===== src/rtl/cla_pkg.sv =====
// Shared constants and elaboration-time helpers for the pipelined radix-4 carry-lookahead adder.
package cla_pkg;

    localparam int unsigned CLA_RADIX = 4;

    // Depth of the radix-4 lookahead tree, i.e. log4(width).
    function automatic int unsigned cla_levels(input int unsigned width);
        int unsigned lvl;
        int unsigned w;
        lvl = 0;
        w   = width;
        while (w > 1) begin
            w   = w / CLA_RADIX;
            lvl = lvl + 1;
        end
        return lvl;
    endfunction

    function automatic bit cla_width_ok(input int unsigned width);
        return (width == 4) || (width == 16) || (width == 64);
    endfunction

endpackage


===== src/rtl/cla_group4.sv =====
// Radix-4 carry generator: group G/P plus the three internal carries from a group carry-in.
module cla_group4 (
    input  logic [3:0] g_i,
    input  logic [3:0] p_i,
    input  logic       cin_i,
    output logic [3:1] carry_o,
    output logic       g_o,
    output logic       p_o
);

    // Separate assigns keep G/P independent of cin_i so the up/down tree stays acyclic.
    assign carry_o[1] = g_i[0] | (p_i[0] & cin_i);
    assign carry_o[2] = g_i[1] | (p_i[1] & g_i[0]) | (p_i[1] & p_i[0] & cin_i);
    assign carry_o[3] = g_i[2] | (p_i[2] & g_i[1]) | (p_i[2] & p_i[1] & g_i[0])
                      | (p_i[2] & p_i[1] & p_i[0] & cin_i);
    assign g_o        = g_i[3] | (p_i[3] & g_i[2]) | (p_i[3] & p_i[2] & g_i[1])
                      | (p_i[3] & p_i[2] & p_i[1] & g_i[0]);
    assign p_o        = &p_i;

endmodule


===== src/rtl/cla_pipe_adder.sv =====
// Three-stage pipelined hierarchical carry-lookahead adder with valid/ready on both sides.
// Optional Z/N/V flag outputs are built when CLA_PIPE_FLAGS_EN is defined.
module cla_pipe_adder
    import cla_pkg::*;
#(
    parameter int unsigned WIDTH = 16
) (
    input  logic             clk,
    input  logic             rst_n,
    input  logic             in_valid,
    output logic             in_ready,
    input  logic [WIDTH-1:0] a,
    input  logic [WIDTH-1:0] b,
    input  logic             cin,
    output logic             out_valid,
    input  logic             out_ready,
    output logic [WIDTH-1:0] sum,
    output logic             cout,
    output logic             blk_g,
    output logic             blk_p
`ifdef CLA_PIPE_FLAGS_EN
    ,
    output logic             flag_z,
    output logic             flag_n,
    output logic             flag_v
`endif
);

    localparam int unsigned LEVELS = cla_levels(WIDTH);

    if (!cla_width_ok(WIDTH)) begin : g_bad_width
        $error("cla_pipe_adder: WIDTH must be 4, 16 or 64");
    end

    logic             s1_valid_q, s1_valid_d, s1_cin_q, s1_cin_d;
    logic [WIDTH-1:0] s1_g_q, s1_g_d, s1_p_q, s1_p_d;
    logic             s2_valid_q, s2_valid_d, s2_cout_q, s2_cout_d;
    logic             s2_bg_q, s2_bg_d, s2_bp_q, s2_bp_d;
    logic [WIDTH-1:0] s2_c_q, s2_c_d, s2_p_q, s2_p_d;
    logic             s3_valid_q, s3_valid_d, cout_q, cout_d;
    logic             blk_g_q, blk_g_d, blk_p_q, blk_p_d;
    logic [WIDTH-1:0] sum_q, sum_d;
    logic             adv1, adv2, adv3, accept;
    logic             top_g, top_p;
    logic [WIDTH-1:0] bit_c;

    // Level l has WIDTH/4^l nodes; G/P flow up from S1, carries flow back down to the bits.
    for (genvar l = 1; l <= LEVELS; l++) begin : g_lvl
        localparam int unsigned NL = WIDTH >> (2 * l);
        logic [4*NL-1:0] child_g, child_p, cdn;
        logic [NL-1:0]   gg, pp, cv;

        if (l == 1) begin : g_leaf
            assign child_g = s1_g_q;
            assign child_p = s1_p_q;
        end else begin : g_inner
            assign child_g = g_lvl[l-1].gg;
            assign child_p = g_lvl[l-1].pp;
        end

        if (l == LEVELS) begin : g_root
            assign cv = s1_cin_q;
        end else begin : g_mid
            assign cv = g_lvl[l+1].cdn;
        end

        for (genvar j = 0; j < NL; j++) begin : g_grp
            cla_group4 u_grp (
                .g_i    (child_g[4*j +: 4]),
                .p_i    (child_p[4*j +: 4]),
                .cin_i  (cv[j]),
                .carry_o(cdn[4*j+1 +: 3]),
                .g_o    (gg[j]),
                .p_o    (pp[j])
            );
            assign cdn[4*j] = cv[j];
        end
    end

    assign bit_c = g_lvl[1].cdn;
    assign top_g = g_lvl[LEVELS].gg[0];
    assign top_p = g_lvl[LEVELS].pp[0];

    always_comb begin
        adv3     = out_ready;
        adv2     = s2_valid_q & (~s3_valid_q | adv3);
        adv1     = s1_valid_q & (~s2_valid_q | adv2);
        in_ready = ~s1_valid_q | adv1;
        accept   = in_valid & in_ready;

        s1_valid_d = accept | (s1_valid_q & ~adv1);
        s1_g_d     = s1_g_q;
        s1_p_d     = s1_p_q;
        s1_cin_d   = s1_cin_q;
        if (accept) begin
            s1_g_d   = a & b;
            s1_p_d   = a ^ b;
            s1_cin_d = cin;
        end

        s2_valid_d = adv1 | (s2_valid_q & ~adv2);
        s2_c_d     = s2_c_q;
        s2_p_d     = s2_p_q;
        s2_cout_d  = s2_cout_q;
        s2_bg_d    = s2_bg_q;
        s2_bp_d    = s2_bp_q;
        if (adv1) begin
            s2_c_d    = bit_c;
            s2_p_d    = s1_p_q;
            s2_cout_d = top_g | (top_p & s1_cin_q);
            s2_bg_d   = top_g;
            s2_bp_d   = top_p;
        end

        s3_valid_d = adv2 | (s3_valid_q & ~adv3);
        sum_d      = sum_q;
        cout_d     = cout_q;
        blk_g_d    = blk_g_q;
        blk_p_d    = blk_p_q;
        if (adv2) begin
            sum_d   = s2_p_q ^ s2_c_q;
            cout_d  = s2_cout_q;
            blk_g_d = s2_bg_q;
            blk_p_d = s2_bp_q;
        end
    end

    always_ff @(posedge clk or negedge rst_n) begin
        if (!rst_n) begin
            s1_valid_q <= 1'b0;
            s1_g_q     <= '0;
            s1_p_q     <= '0;
            s1_cin_q   <= 1'b0;
            s2_valid_q <= 1'b0;
            s2_c_q     <= '0;
            s2_p_q     <= '0;
            s2_cout_q  <= 1'b0;
            s2_bg_q    <= 1'b0;
            s2_bp_q    <= 1'b0;
            s3_valid_q <= 1'b0;
            sum_q      <= '0;
            cout_q     <= 1'b0;
            blk_g_q    <= 1'b0;
            blk_p_q    <= 1'b0;
        end else begin
            s1_valid_q <= s1_valid_d;
            s1_g_q     <= s1_g_d;
            s1_p_q     <= s1_p_d;
            s1_cin_q   <= s1_cin_d;
            s2_valid_q <= s2_valid_d;
            s2_c_q     <= s2_c_d;
            s2_p_q     <= s2_p_d;
            s2_cout_q  <= s2_cout_d;
            s2_bg_q    <= s2_bg_d;
            s2_bp_q    <= s2_bp_d;
            s3_valid_q <= s3_valid_d;
            sum_q      <= sum_d;
            cout_q     <= cout_d;
            blk_g_q    <= blk_g_d;
            blk_p_q    <= blk_p_d;
        end
    end

    assign out_valid = s3_valid_q;
    assign sum       = sum_q;
    assign cout      = cout_q;
    assign blk_g     = blk_g_q;
    assign blk_p     = blk_p_q;

`ifdef CLA_PIPE_FLAGS_EN
    logic flag_z_q, flag_z_d, flag_n_q, flag_n_d, flag_v_q, flag_v_d;

    // Overflow is carry into the MSB versus carry out of it.
    always_comb begin
        flag_z_d = flag_z_q;
        flag_n_d = flag_n_q;
        flag_v_d = flag_v_q;
        if (adv2) begin
            flag_z_d = ~|(s2_p_q ^ s2_c_q);
            flag_n_d = s2_p_q[WIDTH-1] ^ s2_c_q[WIDTH-1];
            flag_v_d = s2_c_q[WIDTH-1] ^ s2_cout_q;
        end
    end

    always_ff @(posedge clk or negedge rst_n) begin
        if (!rst_n) begin
            flag_z_q <= 1'b0;
            flag_n_q <= 1'b0;
            flag_v_q <= 1'b0;
        end else begin
            flag_z_q <= flag_z_d;
            flag_n_q <= flag_n_d;
            flag_v_q <= flag_v_d;
        end
    end

    assign flag_z = flag_z_q;
    assign flag_n = flag_n_q;
    assign flag_v = flag_v_q;
`endif

endmodule


===== config.mk =====
export PLATFORM = sky130hd
export DESIGN_NAME = cla_pipe_adder
export DESIGN_NICKNAME = d
export VERILOG_FILES = /design/src/rtl/cla_pkg.sv /design/src/rtl/cla_group4.sv /design/src/rtl/cla_pipe_adder.sv
export SDC_FILE = /design/constraint.sdc
export NUM_CORES = 1
export LEC_CHECK = 0
export ABC_AREA = 1
export BUFFER_PORTS_ARGS = -buffer_cell sky130_fd_sc_hd__buf_2
export CORE_ASPECT_RATIO = 1.1
export CORE_MARGIN = 4
export CORE_UTILIZATION = 35
export CTS_CLUSTER_DIAMETER = 50
export DETAILED_ROUTE_END_ITERATION = 8
export RECOVER_POWER = 25
export SLEW_MARGIN = 20
export SYNTH_ARGS = -nofsm -noshare
export SYNTH_HDL_FRONTEND = slang
export SYNTH_HIERARCHICAL = 1
export SYNTH_SLANG_ARGS = --single-unit

===== constraint.sdc =====
create_clock -name clk -period 1.8 [get_ports clk]
set_input_delay 0 -clock clk [delete_from_list [all_inputs] [get_ports clk]]
set_output_delay 0 -clock clk [all_outputs]
set_load 0.05 [all_outputs]

Word level (Yosys, flattened, before mapping)
Cells that the tools add are included.
W data, S select, Z words.
{"block": "classes", "n_bitwise": 138, "n_reduce_logical": 5}
{"cell": "$and A1 B1 Y1", "count": 77}
{"cell": "$or A1 B1 Y1", "count": 52}
{"cell": "$xor A16 B16 Y16", "count": 2}
{"cell": "$and A16 B16 Y16", "count": 1}
{"cell": "$reduce_and A16 Y1", "count": 1}
{"cell": "$reduce_and A4 Y1", "count": 4}
{"cell": "$not A1 Y1", "count": 6}
{"block": "totals", "reg_bits": 90, "in_bits": 37, "output_inout_bits": 21, "elab_cells": 158}

Depth between registers and ports, before layout
Gate-level depths: netlist of the first run.
{"block": "logic_depth", "depth_word": 10, "depth_mapped": 14, "mapped_depth_nobuf": 14}

Modules after synthesis
Netlist of the first run, hierarchy kept.
{"mod": "cla_pipe_adder", "instances": 1, "cells_per_inst": 404, "area_per_inst_um2": 3834.9, "seq_area_each_um2": 2252.2}
{"mod": "cla_group4", "instances": 5, "cells_per_inst": 20, "area_per_inst_um2": 85.1, "seq_area_each_um2": 0.0}

Worst setup path before layout of the first run
OpenSTA, ideal clock, no wires.
{"block": "synth_path", "kind": "reg2reg", "from": "register s3_valid_q (netlist: out_valid)", "to": "register s1_g_q[14] (netlist: g_lvl[1].child_g[14])", "setup_time_ps": 117, "t_arrival_ps": 1384, "t_required_ps": 1683, "path_slack_ps": 299, "stages_incl_launch_ff": 5, "path_buffers": 1, "period_less_slack_ps": 1501, "path_cell_list": "dfrtp_1 -> nand4_4 -> buf_2 -> nand3_1 -> nand2_1"}
{"block": "synth_via", "elab_chain_len": 7}
{"item": "from (decl)", "line": "cla_pipe_adder.sv:40", "text": "logic s3_valid_q, s3_valid_d, cout_q, cout_d;"}
{"item": "from (signal assigned)", "line": "cla_pipe_adder.sv:156", "text": "s3_valid_q <= s3_valid_d;"}
{"item": "$not A1 Y1", "line": "cla_pipe_adder.sv:86", "text": "adv2 = s2_valid_q & (~s3_valid_q | adv3);"}
{"item": "$or A1 B1 Y1", "line": "cla_pipe_adder.sv:86"}
{"item": "$and A1 B1 Y1", "line": "cla_pipe_adder.sv:86"}
{"item": "$or A1 B1 Y1", "line": "cla_pipe_adder.sv:87", "text": "adv1 = s1_valid_q & (~s2_valid_q | adv2);"}
{"item": "$and A1 B1 Y1", "line": "cla_pipe_adder.sv:87"}
{"item": "$or A1 B1 Y1", "line": "cla_pipe_adder.sv:88", "text": "in_ready = ~s1_valid_q | adv1;"}
{"item": "named net in_ready", "line": "cla_pipe_adder.sv:11", "text": "output logic in_ready,"}
{"item": "$and A1 B1 Y1", "line": "cla_pipe_adder.sv:89", "text": "accept = in_valid & in_ready;"}
{"item": "to (signal assigned)", "line": "cla_pipe_adder.sv:147", "text": "s1_g_q <= s1_g_d;"}
{"item": "to (decl)", "line": "cla_pipe_adder.sv:36", "text": "logic [WIDTH-1:0] s1_g_q, s1_g_d, s1_p_q, s1_p_d;"}
The timed path passes the listed nets, and every way through them passes these cells.
A chain may end at the register's enable or synchronous reset.

Final worst setup path of the first run
{"block": "layout_path", "from": "register s2_valid_q", "to": "output in_ready"}
{"block": "layout_via", "elab_chain_len": 4}
{"item": "from (decl)", "line": "cla_pipe_adder.sv:37", "text": "logic s2_valid_q, s2_valid_d, s2_cout_q, s2_cout_d;"}
{"item": "from (signal assigned)", "line": "cla_pipe_adder.sv:150", "text": "s2_valid_q <= s2_valid_d;"}
{"item": "$and A1 B1 Y1 or $not A1 Y1 (tied branches)", "line": "cla_pipe_adder.sv:86, cla_pipe_adder.sv:87"}
{"item": "$or A1 B1 Y1 *", "line": "cla_pipe_adder.sv:87"}
{"item": "$and A1 B1 Y1 *", "line": "cla_pipe_adder.sv:87"}
{"item": "$or A1 B1 Y1 *", "line": "cla_pipe_adder.sv:88"}
{"item": "to (decl)", "line": "cla_pipe_adder.sv:11"}
Every way passes the cells marked *; elsewhere a longest branch is shown, timed or not.

==> results of run 1 <==
## flip-flops by register name, indices dropped and copies added (netlist names), 16 cells and up
signal         cells
s2_p_q            16
g_lvl.child_g     16
sum               16
g_lvl.child_p     16
s2_c_q            16
## logic make-up after synthesis
family	count (synthesis)	share of synthesized area (%)
xor+xnor	16	3.29
flops	90	52.9
simple gates	306	30.6
compound gates	28	3.29
buf+inv	48	5.26
fa+ha+maj	16	4.70
## power groups by stage
stage | combinational, mW | sequential, mW | clock, mW
2_1_floorplan | 0.820 | 3.45 | 0
3_3_place_gp | 1.87 | 2.87 | 0
3_5_place_dp | 1.89 | 2.89 | 0
4_1_cts | 1.90 | 2.86 | 1.87
5_1_grt | 2.08 | 2.92 | 1.98
6_report | 1.86 | 2.85 | 1.82
## layout make-up
class	count	area share [%]
Multi-Input combinational cell	366	35.6
Clock inverter	7	1.37
Clock buffer	9	4.49
Inverter	25	1.87
Sequential cell	90	44.9
Tap cell	154	3.84
Timing Repair Buffer	70	7.89
## worst register-to-register path, delay by kind of cell (launching register included)
kind	cells	cell delay (ns)
DFF	1	0.45
and+or+nand+nor	12	1.08
## cells in the final DEF, fill, tap and decap left out
cell	netlist	final
a21oi_1	11	11
buf_2	7	56
buf_4	3	7
clkbuf_16	0	9
clkbuf_2	1	1
clkbuf_4	0	1
clkinv_4	0	2
dfrtp_1	90	90
dlygate4sd3_1	0	5
ha_1	16	16
inv_1	25	25
inv_6	0	2
inv_8	0	3
nand2_1	210	210
nand2_2	11	11
nand2_4	1	1
nand3_1	77	77
nand3_2	1	1
nand4_4	1	1
nor2_1	5	5
o21ai_0	17	17
xnor2_1	16	16
## per-stage QoR
stage | hold slack [ns] | util [%] | worst slack, ns | instance area [sq um] | cells
after detailed placement | -0.0548 | 39.1 | 0.256 | 4680 | 700
after CTS | 0.000343 | 42.0 | 0.189 | 5030 | 721
after floorplan | -0.296 | - | 0.299 | 4260 | 504
after global routing | 0.0103 | 41.8 | 0.0547 | 5010 | 721
final | 0.00564 | 41.8 | 0.211 | 5010 | 721
after global placement | -0.0608 | 39.1 | 0.367 | 4680 | 700
## routing by layer
| layer | vias to the layer above | GRT usage (%) | part of all wire [%] |
|---|---|---|---|
| met1 | 1428 | 17.4 | 49 |
| li1 | 1729 | - | - |
| met5 | - | 0 | 0 |
| met2 | 68 | 20.5 | 43 |
| met3 | 11 | 2.87 | 4.9 |
| met4 | 0 | 6.09 | 2.4 |
## final timing paths
| path | endpoint |
|---|---|
| max in group asynchronous | g_lvl[1].child_g[10] |
| setup / recovery | in_ready |
| setup reg to reg | s2_c_q[15] |
| hold / removal | g_lvl[1].child_p[4] |
| min in group asynchronous | sum[7] |
| hold reg to reg | blk_p |
==> impl_results.md, run 1 <==
- Largest net degree at the start of global routing: 44
- DRC Markers: 0
- Peak VDD IR: 608 uV
- Vias in the first global route: 3166
- Dominant synthesized flop cell: dfrtp_1
- Reg2Reg Setup Slack: 0.23 ns
- Crit start category: flip-flop
- Buf/Inv on CP: 2
- NumNets Final: 615
- Setup TNS: 0 ns
- Max_slew headroom: 56.1%
- Chip width: 113 um
- Final setup violation count: 0
- Share of flip-flops with an asynchronous set or reset: 100%
- Logic pwr share: 28.5%
- Sw Share: 38.0%
- Port Buffer Count: 57
- Initial antenna violation count: 0
- Final hold violations: 0
- Highest clock rate: 629 MHz
- Footprint of the multi-input gates: 1780 sq um
- Setup Buffers After CTS: 0
- Top cell type's share of synthesized area: 52.9%
- Synth area leaders: dfrtp_1, nand2_1, nand3_1, ha_1, xnor2_1
- HP Start: b[4]
- RSZ-0062 raised after global routing: false
- Via density: 4.49
- Detailed placer's ending HPWL: 6220 um
- Setup crit start: s2_valid_q
- Clock transition at path regs: 0.07 ns
- Worst Skew: 0.0101 ns
- Syn nets: 557
- Root buf cell: clkbuf_16
- Status: finished clean
- Sequential area share after synthesis: 52.9%
- Mapped Cells: 504
- Share of cells above drive strength 1: 16.8%
- Reg2reg start: g_lvl[1].child_p[1]
- Register area: 2250 sq um
- CTS buffer count: 9
- CP max FO: 35
- Number of synthesized flops with an enable pin: 0
- N_diodes: 0
- First-pass GRT wire length: 14800 um
- CP delay by family, top: buffers and inverters
- CP Class: flip-flop to output pin
- Initial drt markers: 150
- Via count: 3236
- Die Ht: 124 um
- Clk sinks: 90
- Filler instances: 1211
- CTS max path bufs: 2
- Sequential share of power: 43.6%
- Switch Pwr: 2.48 mW
- CTS H-tree depth: 3
- Synth warn: 6
- Syn Area/Cell: 8.45 sq um
- Row Count: 42
- Final wirelength: 8380 um
- Hold Path Cell Cnt: 4
- Clock power frac: 27.9%
- WL per Instance: 11.6 um
- CP endpoint kind: output pin
- ANT nets after route: 0
- Gr ovfl total: 0
- GP Congestion: 0.847
- All-Layer GR Usage: 13.1%
- Area Growth Syn to Fin: 17.7%
- Pwr dens: 1300 nW/um^2
- Synth Cell Area: 4260 sq um
- Post-CTS Hold Buffers: 5
- Flops & latches, synth: 90
- Maxcap violations: 0
- # IOs: 58
- Hold crit path type: input pin to flip-flop
- CTS tree: done
- CP max stage cell: dfrtp_1
- Pint: 4.05 mW
- Post-route minimum period: 1.59 ns
- Synth area leader: dfrtp_1
- Final Max Slew Viols: 0
- Worst Path Arrival: 1.59 ns
- Pre-antenna DRT Iters: 5
- CP required: 1.80 ns
- Worst skew pair latency: 0.35 ns
- Most frequent cell after synthesis: nand2_1
- Die area: 14000 sq um
- Tot Pwr: 6.53 mW
- CTS resizes: 0
- Slowest stage delay, CP: 0.44 ns
- Critical Path, Cell by Cell: nand4_4 > buf_4 > buf_2
- Worst slew pin tran: 0.658 ns
- Post-route clock period utilization: 88.3%
- Leak Pwr: 2.73 nW
- Critical path depth: 3
- Core Area: 12000 sq um
- Initial Util: 35.6%
- Synth cell count leaders: nand2_1, dfrtp_1, nand3_1
- Worst R2R Path Depth: 12
- Post-synthesis cell type count: 19
No activity file was read; power rests on OpenSTA's default activity.
==> run 2: changes to the inputs <==
--- a/config.mk
+++ b/config.mk
@@ -16,5 +16,4 @@
 export SLEW_MARGIN = 20
 export SYNTH_ARGS = -nofsm -noshare
 export SYNTH_HDL_FRONTEND = slang
-export SYNTH_HIERARCHICAL = 1
 export SYNTH_SLANG_ARGS = --single-unit
==> run 2 against run 1 <==
Via count fell by 11%; routed wire length fell by 3.2%; clock skew fell by 0.0027 ns; die area fell by 5.9%.
==> impl_results.md, run 2 <==
- CTS max path bufs: 2
- Pint: 4.46 mW
- Sequential share of power: 41.4%
- Synth warn: 0
- Final Instance Area: 4800 sq um
- Synth area leaders: dfrtp_1, nand2_1, ha_1, a21oi_1, o21ai_0
- Hold crit path type: input pin to flip-flop
- Top cell type's share of synthesized area: 56.4%
- Via count: 2888
- Largest net degree at the start of global routing: 41
- Initial Util: 36.1%
- Clk sinks: 90
- Critical path depth: 5
- Logic pwr share: 29.2%
- Reg2Reg Capture Point: g_lvl[1].child_p[11]
- Syn Area/Cell: 9.29 sq um
- Initial antenna violation count: 0
- Register area: 2250 sq um
- GP Congestion: 0.831
- Slowest stage delay, CP: 0.42 ns
- Status: finished clean
- Setup ws final: 0.207 ns
- Final setup violation count: 0
- Row Count: 40
- Sw Share: 35.9%
- Syn nets: 483
- Detailed placer's ending HPWL: 5950 um
- Sequential area share after synthesis: 56.4%
- Tot Pwr: 6.95 mW
- Most frequent cell after synthesis: nand2_1
- Reg2Reg Setup Slack: 0.21 ns
- Mapped Cells: 430
- Setup crit start: s2_valid_q
- CTS tree: done
- Switch Pwr: 2.49 mW
- Worst R2R Path Depth: 5
- CP required: 2.05 ns
- Post-Place Worst Slack: 0.248 ns
- CP max stage cell: nand2_2
- Via density: 4.47
- Worst Path Arrival: 1.84 ns
- DRC Markers: 0
- Pre-antenna DRT Iters: 4
- Final Util: 43.4%
- Clock power frac: 29.4%
- Chip width: 110 um
- Post-route clock period utilization: 88.5%
- Worst slew pin tran: 0.990 ns
- Peak VDD IR: 483 uV
- Initial drt markers: 190
- Dominant synthesized flop cell: dfrtp_1
- CP delay by family, top: simple AND/OR/NAND/NOR gates
- Most frequent cells in the layout: nand2_1, dfrtp_1, buf_2
- All-Layer GR Usage: 13.1%
- Filler instances: 1065
- Most common cell after layout, fill and taps aside: nand2_1
- Reg2reg start: s2_valid_q
- RSZ-0062 raised after global routing: false
- Worst skew pair latency: 0.34 ns
- Buf/Inv on CP: 1
- Maxcap violations: 0
- Crit start category: flip-flop
- Share of flip-flops with an asynchronous set or reset: 100%
- Vias in the first global route: 2759
- Synth Cell Area: 3990 sq um
- Final wirelength: 8110 um
- Critical Path End: g_lvl[1].child_p[11]
- Post-synthesis cell type count: 25
- CP endpoint kind: flip-flop
- First-pass GRT wire length: 13500 um
- Highest clock rate: 628 MHz
- Root buf cell: clkbuf_16
- Die area: 13200 sq um
- Area Growth Syn to Fin: 20.3%
- NumNets Final: 547
- Setup Buffers After CTS: 0
- WL per Instance: 12.6 um
- Leak Pwr: 2.43 nW
- Synth area leader: dfrtp_1
- Die Ht: 120 um
- Worst Skew: 0.00743 ns
- Final Max Slew Viols: 0
- CTS buffer count: 9
- Max_slew headroom: 34.0%
- Core Area: 11100 sq um
- ANT nets after route: 0
- CTS H-tree depth: 3
- Hold Path Cell Cnt: 3
- Post-DP Area: 4450 sq um
- CP max FO: 25
- Clock transition at path regs: 0.06 ns
- Share of cells above drive strength 1: 18.0%
- Number of synthesized flops with an enable pin: 0
- CP Class: flip-flop to flip-flop
- Flops & latches, synth: 90
- Port Buffer Count: 57
- Gr ovfl total: 0
- Footprint of the multi-input gates: 1510 sq um
- Post-route minimum period: 1.59 ns
- # IOs: 58
- Synth cell count leaders: nand2_1, dfrtp_1, nor2_1
- Final hold violations: 0
- N_diodes: 0
- Critical Path, Cell by Cell: nand4_1 > nand2_2 > buf_4 > nor2_1 > a21oi_1
- Pwr dens: 1450 nW/um^2
-- run 2: cell types whose count changed after synthesis, sizes merged, moves of 13 or more --
cell   delta
inv      +13
nand2   -106
a21oi    +26
nor2     +35
o21ai    +16
nand3    -68
-- run 2: worst min-delay path by stage --
stage,start,to
6_report,b[8],g_lvl[1].child_g[8]
5_1_grt,b[8],g_lvl[1].child_g[8]
4_1_cts,b[8],g_lvl[1].child_g[8]
3_5_place_dp,rst_n,g_lvl[1].child_g[1]
3_3_place_gp,rst_n,g_lvl[1].child_g[1]
2_1_floorplan,rst_n,blk_g
-- run 2: logic make-up (layout without fill, tap and decap cells) --
logic type      count (synthesis)  count (layout)  share of synthesized area (%)
simple gates                  171             171                           17.4
flops                          90              90                           56.4
compound gates                 76              76                           9.93
buf+inv                        54             123                           5.80
fa+ha+maj                      16              16                           5.01
xor+xnor                       16              16                           3.51
mux                             7               7                           1.97
-- run 2: layer usage --
layer	up-vias	track usage [%]	part of all wire, %
li1	1512	-	-
met4	0	6.55	2.5
met2	59	18.5	43
met1	1300	18.7	49
met5	-	0	0
met3	17	2.96	5.0
-- run 2: per-stage QoR --
step	hold WS, ns	TNS [ns]	cells
after floorplan	-0.296	-3.47	430
after global placement	0.0130	0	626
after detailed placement	0.0185	0	626
after CTS	0.00434	0	646
after global routing	0.0121	0	646
final	0.00963	0	646
-- run 2: final cells by class --
class                           count  area share, %
Clock inverter                      4           1.54
Sequential cell                    90           46.9
Multi-Input combinational cell    286           31.4
Inverter                           38           2.97
Timing Repair Buffer               69           8.02
Tap cell                          147           3.83
Clock buffer                       12           5.34
-- run 2: power groups by stage --
| stage | sequential (mW) | clock, mW | combinational (mW) |
|---|---|---|---|
| final | 2.88 | 2.04 | 2.03 |
| after CTS | 2.89 | 2.07 | 2.06 |
| after global routing | 2.96 | 2.17 | 2.23 |
| after floorplan | 3.52 | 0 | 0.870 |
| after global placement | 2.89 | 0 | 2.02 |
| after detailed placement | 2.92 | 0 | 2.04 |
-- run 2: repair_timing --
item / CTS / global route
hold buffers: 4 / 0
resized for setup: 0 / 0
endpoints found under the hold margin: 41 / 0
-- run 2: worst reg2reg max path, cell delays in order (launching register included) --
cell	delay, ns
dfrtp_1	0.38
nand4_1	0.16
nand2_2	0.42
buf_4	0.31
nor2_1	0.08
a21oi_1	0.15
